File: src/rtl/instruction_fetch.sv
// rtl/instruction_fetch.sv - program counter, instruction memory read and instruction register
// Optional macro FETCH_JUMP_EN: opcode 4'b1000 loads pc from the instruction's low ADDR_W bits.
module instruction_fetch #(
   parameter int ADDR_W   = 8,
   parameter int RESET_PC = 0
) (
   input  logic              clk,
   input  logic              reset,
   input  logic              start,
   output logic [ADDR_W-1:0] mem_addr,
   output logic              mem_req,
   input  logic [15:0]       mem_rdata,
   input  logic              mem_ack,
   output logic [15:0]       instruction,
   output logic              instr_valid,
   input  logic              instr_ready,
   output logic [ADDR_W-1:0] pc,
   output logic              halted
);

   localparam logic [3:0] OP_HALT = 4'b1111;
   localparam logic [3:0] OP_JUMP = 4'b1000;

   typedef enum logic [1:0] {
      IDLE   = 2'd0,
      FETCH  = 2'd1,
      ISSUE  = 2'd2,
      HALTED = 2'd3
   } state_t;

   state_t            state;
   logic [3:0]        opcode;
   logic              handshake;
   logic [ADDR_W-1:0] pc_next;

   assign opcode    = instruction[15:12];
   assign handshake = instr_valid && instr_ready;
   assign mem_addr  = pc;

   // Next pc for a non-HALT instruction; the +1 wraps modulo 2^ADDR_W.
   always_comb begin
      pc_next = pc + ADDR_W'(1);
`ifdef FETCH_JUMP_EN
      if (opcode == OP_JUMP)
         pc_next = instruction[ADDR_W-1:0];
`else
      if (opcode == OP_JUMP)
         pc_next = pc + ADDR_W'(1);
`endif
   end

   always_ff @(posedge clk or posedge reset) begin
      if (reset) begin
         state       <= IDLE;
         pc          <= ADDR_W'(RESET_PC);
         mem_req     <= 1'b0;
         instruction <= 16'h0000;
         instr_valid <= 1'b0;
         halted      <= 1'b0;
      end else begin
         case (state)
            IDLE: begin
               mem_req <= 1'b0;
               if (start) begin
                  mem_req <= 1'b1;
                  state   <= FETCH;
               end
            end
            FETCH: begin
               if (mem_req && mem_ack) begin
                  instruction <= mem_rdata;
                  instr_valid <= 1'b1;
                  mem_req     <= 1'b0;
                  state       <= ISSUE;
               end
            end
            ISSUE: begin
               if (handshake) begin
                  instr_valid <= 1'b0;
                  if (opcode == OP_HALT) begin
                     halted <= 1'b1;
                     state  <= HALTED;
                  end else begin
                     pc      <= pc_next;
                     mem_req <= 1'b1;
                     state   <= FETCH;
                  end
               end
            end
            HALTED: begin
               mem_req <= 1'b0;
            end
            default: begin
               state   <= IDLE;
               mem_req <= 1'b0;
            end
         endcase
      end
   end

endmodule
File: config.mk
export PLATFORM = sky130hd
export DESIGN_NAME = instruction_fetch
export DESIGN_NICKNAME = d
export VERILOG_FILES = /design/src/rtl/instruction_fetch.sv
export SDC_FILE = /design/constraint.sdc
export NUM_CORES = 1
export LEC_CHECK = 0
export ABC_AREA = 1
export CAP_MARGIN = 0
export CORE_ASPECT_RATIO = 1.4
export CORE_MARGIN = 4
export CORE_UTILIZATION = 43
export DETAILED_ROUTE_END_ITERATION = 8
export GPL_TIMING_DRIVEN = 0
export PLACE_DENSITY = 0.75
export SLEW_MARGIN = 20
export SYNTH_ARGS = -nofsm -noshare
export SYNTH_HDL_FRONTEND = slang
export SYNTH_SLANG_ARGS = --single-unit
File: constraint.sdc
create_clock -name clk -period 1.9 [get_ports clk]
set_clock_uncertainty 0.1 [all_clocks]
set_input_delay 0.38 -clock clk [delete_from_list [all_inputs] [get_ports clk]]
set_output_delay 0.38 -clock clk [all_outputs]
set_load 0.1 [all_outputs]
==> flow_metrics.env, run 1 <==
export IMPL_power_frac_comb=0.619
export IMPL_dp_hpwl_mm=2.45
export IMPL_grt_overflow=0
export IMPL_min_period_ns=1.84
export IMPL_routed_wirelength_mm=3.19
export IMPL_grt_max_degree=30
export IMPL_clk_latency_ns=0.28
export IMPL_drive_gt1_frac=0.266
export IMPL_numPortBuffers=55
export IMPL_fin_cells=280
export IMPL_syn_nets=205
export IMPL_setup_viol=0
export IMPL_wl_per_cell_um=11.4
export IMPL_ant_nets=0
export IMPL_synth_area_sq_um=1480
export IMPL_drc=0
export IMPL_cts_tree="done"
export IMPL_area_delta_synth_final_pct=48.2
export IMPL_diodes=0
export IMPL_hold_class="flip-flop to flip-flop"
export IMPL_drv_slew=0
export IMPL_initial_core_util=0.461
export IMPL_max_slew_margin=0.601
export IMPL_rsz0062_at_grt="false"
export IMPL_rows=24
export IMPL_grt_pass1_wl_mm=5.51
export IMPL_ys_seq_area_frac=0.490
export IMPL_first_pass_iters=2
export IMPL_leakage_nw=1.07
export IMPL_period_share=0.970
export IMPL_fin_util=0.683
export IMPL_tightest_slew_ns=0.598
export IMPL_cp_arrival_ns=1.36
export IMPL_finalHoldViolCount=0
export IMPL_grt_usage=0.157
export IMPL_netSwitchingPower_mw=2.30
export IMPL_grt_pass1_vias=1306
export IMPL_setup_tns_final_ns=0
export IMPL_start_kind="flip-flop"
export IMPL_outcome="complete, no violations"
export IMPL_ir_drop_uv=1190
export IMPL_power_density_nw_per_um2=1790
export IMPL_ctsLongestPathBuffers=2
export IMPL_dp_cells=272
export IMPL_dpl_worst_slack_ns=-0.307
export IMPL_clock_sinks=29
export IMPL_worst_hold_slack_ns=0.369
export IMPL_ys_types=22
export IMPL_cp_end_kind="output pin"
export IMPL_nFillCells=271
export IMPL_max_cap_violations=0
export IMPL_clockRootBuffer="clkbuf_8"
export IMPL_final_cell_mix="90 x nand2_1, 30 x clkdlybuf4s15_2, 26 x dfrtp_1"
export IMPL_power_mw=3.93
export IMPL_final_common_cell="nand2_1"
export IMPL_maxClockFrequency_ghz=0.543
export IMPL_drt_initial_drc_count=27
export IMPL_vias=1286
export IMPL_place_area_sq_um=2080
export IMPL_cp_required_ns=1.42
export IMPL_critPathKind="flip-flop to output pin"
export IMPL_clk_pin_slew_worst_paths_ns=0.06
export IMPL_cp_max_fo=8
export IMPL_seq_power_share=0.250
export IMPL_die_width_um=57.6
export IMPL_p_int_mw=1.63
export IMPL_fin_ws_ns=0.0572
export IMPL_avgViaCountPerCell=4.59
export IMPL_die_height_um=77.4
export IMPL_yosysWarnings=0
export IMPL_dieArea_sq_um=4460
export IMPL_nets=267
export IMPL_cts_buffers_inserted=5
export IMPL_core_area_sq_um=3210
export IMPL_htree_levels=2
export IMPL_p_clk_frac=0.131
export IMPL_fin_area_sq_um=2190
export IMPL_place_congestion=0.727
export IMPL_swShare=0.586
export IMPL_synthCells=178
export IMPL_antenna_found_initial=0
export IMPL_ys_ff_latch=29
export IMPL_ios=56
export IMPL_synth_area_per_cell_sq_um=8.32
final timing paths:
check	endpoint	cells after the start	start	slack, ns
max in group asynchronous	mem_addr[2]	2	reset	0.88
min in group asynchronous	instruction[5]	2	reset	0.39
min reg2reg	instruction[11]	2	instruction[11]	0.37
max reg2reg	mem_addr[2]	7	state[0]	0.29
max	pc[2]	2	mem_addr[2]	0.06
min	instruction[11]	2	instruction[11]	0.37
kinds of logic after synthesis:
kind of cell / synth area share
compound gates: 0.0363
xor+xnor: 0.0237
fa+ha+maj: 0.0507
buf+inv: 0.0854
flops: 0.490
simple gates: 0.314
critical path, stage by stage (launching register included):
cell and delay [ns]:
dfrtp_2 0.43, buf_4 0.13, clkdlybuf4s18_2 0.52
synth_stat cells (all sizes together):
cell type,n,area [sq um]
a21oi,1,5.00
o21ai,6,33.8
xnor2,3,26.3
nand3b,1,7.51
nand2,91,344
dfrtp,29,726
ha,6,75.1
xor2,1,8.76
nor2,10,77.6
buf,10,78.8
o21bai,2,15.0
inv,12,47.6
nand3,6,35.0
registers in the layout, indices dropped and copies added, names as in the netlist:
name and cells:
instruction 16, mem_addr 8, state 2, halted 1, instr_valid 1, mem_req 1
repair_timing:
action,CTS,global route
hold buffers,0,0
pin swaps,0,0
setup buffers,0,0
endpoints found under the hold margin,0,0
gates resized for setup,106,7
setup endpoints to repair,35,4
power groups by stage:
stage	Clock (mW)	Sequential (mW)	Combinational [mW]
after detailed placement	0	0.992	2.51
after CTS	0.534	0.985	2.45
after global routing	0.563	1.01	2.55
final	0.515	0.983	2.43
after floorplan	0	2.34	0.557
after global placement	0	0.984	2.48
layer usage:
metal / vias up / track usage / routed length, um
li1: 661 / - / -
met1: 580 / 0.150 / 1180
met2: 40 / 0.286 / 1730
met3: 5 / 0.0581 / 228
met4: 0 / 0.0766 / 57
met5: - / 0 / 0
area by class of cell:
class	instances	area (sq um)	share of cell area
Clock buffer	8	90.1	0.0411
Tap cell	39	48.8	0.0222
Inverter	12	47.5	0.0217
Timing Repair Buffer	55	571	0.260
Sequential cell	29	729	0.333
Multi-Input combinational cell	127	628	0.286
Buffer	10	78.8	0.0359
Power figures use the tool's default switching activity.
==> run 2: changes to the inputs <==
--- a/config.mk
+++ b/config.mk
@@ -7,9 +7,11 @@
 export LEC_CHECK = 0
 export ABC_AREA = 1
 export CAP_MARGIN = 0
+export CELL_PAD_IN_SITES_DETAIL_PLACEMENT = 1
+export CELL_PAD_IN_SITES_GLOBAL_PLACEMENT = 2
 export CORE_ASPECT_RATIO = 1.4
 export CORE_MARGIN = 4
-export CORE_UTILIZATION = 43
+export CORE_UTILIZATION = 24
 export DETAILED_ROUTE_END_ITERATION = 8
 export GPL_TIMING_DRIVEN = 0
 export PLACE_DENSITY = 0.75
==> flow_metrics.env, run 2 (synthesis gave the netlist of run 1 again) <==
export IMPL_cts_tree="done"
export IMPL_cts_buffers_inserted=5
export IMPL_power_density_nw_per_um2=1810
export IMPL_die_height_um=101
export IMPL_power_mw=4.09
export IMPL_place_congestion=0.667
export IMPL_rows=33
export IMPL_tightest_slew_ns=0.648
export IMPL_nets=267
export IMPL_worst_path_buf_inv=2
export IMPL_min_period_ns=1.85
export IMPL_wl_per_cell_um=12.3
export IMPL_fin_area_sq_um=2260
export IMPL_drv_slew=0
export IMPL_finalHoldViolCount=0
export IMPL_multiInputGateArea_sq_um=628
export IMPL_antenna_found_initial=0
export IMPL_grt_max_degree=30
export IMPL_cp_required_ns=1.42
export IMPL_cp_arrival_ns=1.37
export IMPL_nFillCells=727
export IMPL_grt_usage=0.112
export IMPL_vias=1311
export IMPL_routed_wirelength_mm=3.81
export IMPL_largest_reg_flops=16
export IMPL_numPortBuffers=55
export IMPL_grt_overflow=0
export IMPL_area_delta_synth_final_pct=52.7
export IMPL_ir_drop_uv=923
export IMPL_rsz0062_at_grt="false"
export IMPL_clock_sinks=29
export IMPL_ios=56
export IMPL_core_area_sq_um=5900
export IMPL_die_width_um=74.4
export IMPL_hold_class="flip-flop to flip-flop"
export IMPL_ctsLongestPathBuffers=2
export IMPL_final_common_cell="nand2_1"
export IMPL_postCtsHoldBufs=0
export IMPL_critPathKind="flip-flop to output pin"
export IMPL_start_kind="flip-flop"
export IMPL_diodes=0
export IMPL_worst_hold_slack_ns=0.369
export IMPL_fin_util=0.383
export IMPL_max_cap_violations=0
export IMPL_initial_core_util=0.251
export IMPL_drt_initial_drc_count=38
export IMPL_cp_end_kind="output pin"
export IMPL_final_cell_mix="90 x nand2_1, 29 x clkdlybuf4s15_2, 26 x dfrtp_1"
export IMPL_crit_chain="buf_4, clkdlybuf4s18_2"
export IMPL_htree_levels=2
export IMPL_drc=0
export IMPL_ant_nets=0
export IMPL_crit_path_top_delay_cell="clkdlybuf4s18_2"
export IMPL_clk_pin_slew_worst_paths_ns=0.07
export IMPL_cpPeakStageDelay_ns=0.52
export IMPL_largest_register="instruction"
export IMPL_leakage_nw=1.09
export IMPL_grt_pass1_vias=1373
export IMPL_place_area_sq_um=2120
export IMPL_cp_max_fo=8
export IMPL_setup_tns_final_ns=0
export IMPL_setup_viol=0
export IMPL_max_slew_margin=0.567
export IMPL_post_cts_setup_buffer_count=0
export IMPL_first_pass_iters=4
export IMPL_clk_latency_ns=0.28
export IMPL_regArea_sq_um=729
export IMPL_drive_gt1_frac=0.270
export IMPL_clockRootBuffer="clkbuf_8"
export IMPL_maxClockFrequency_ghz=0.540
export IMPL_dieArea_sq_um=7510
export IMPL_avgViaCountPerCell=4.22
export IMPL_grt_pass1_wl_mm=6.39
export IMPL_period_share=0.975
export IMPL_outcome="complete, no violations"
export IMPL_dp_hpwl_mm=2.88
export IMPL_crit_family="buffers and inverters"
-- run 2: cell count changes in the layout (fill, tap and decap cells not counted), sizes merged --
cell	change
clkbuf	-1
clkdlybuf4s18	+1
clkdlybuf4s15	-1
bufinv	+1
-- run 2: layer usage --
metal,global-route usage,vias to the layer above,share of wire
met5,0,-,0
met4,0.0493,0,0.016
met3,0.0309,5,0.065
met2,0.194,35,0.52
met1,0.124,609,0.40
li1,-,662,-
-- run 2: what timing repair did --
| action | CTS | global route |
|---|---|---|
| gates cloned | 0 | 0 |
| pin swaps | 0 | 0 |
| gates resized for setup | 107 | 7 |
| setup endpoints to repair | 35 | 5 |
-- run 2: layout make-up --
cell class	count	share of cell area
Clock inverter	1	0.0133
Clock buffer	7	0.0382
Buffer	10	0.0349
Sequential cell	29	0.323
Timing Repair Buffer	55	0.253
Multi-Input combinational cell	127	0.278
Inverter	12	0.0210
Tap cell	70	0.0388
-- run 2: power by group --
| part | internal, mW | switching (mW) |
|---|---|---|
| clock | 0.427 | 0.238 |
| sequential | 0.829 | 0.154 |
| combinational | 0.501 | 1.94 |
| total | 1.76 | 2.33 |
-- run 2: worst register-to-register path: stages (launching register included) --
cell and delay (ns):
dfrtp_1 0.41, inv_1 0.14, ha_1 0.32, nand3_2 0.16
nor2_8 0.22, inv_4 0.08, nand2_1 0.07, o21ai_2 0.05
-- run 2: final timing paths --
check,from,to,slack (ns),cells after the start
max,mem_addr[2],pc[2],0.05,2
min,instruction[11],instruction[11],0.37,2
max reg2reg,state[0],mem_addr[2],0.25,7
min reg2reg,instruction[11],instruction[11],0.37,2
max in group asynchronous,reset,mem_addr[0],0.83,2
min in group asynchronous,reset,instruction[8],0.42,2
-- run 2: metrics by stage --
step                cells  setup slack [ns]
finish                311            0.0477
global route          311           0.00230
CTS                   311            0.0108
detailed placement    303            -0.299
global placement      303            -0.288
floorplan             178           0.00140
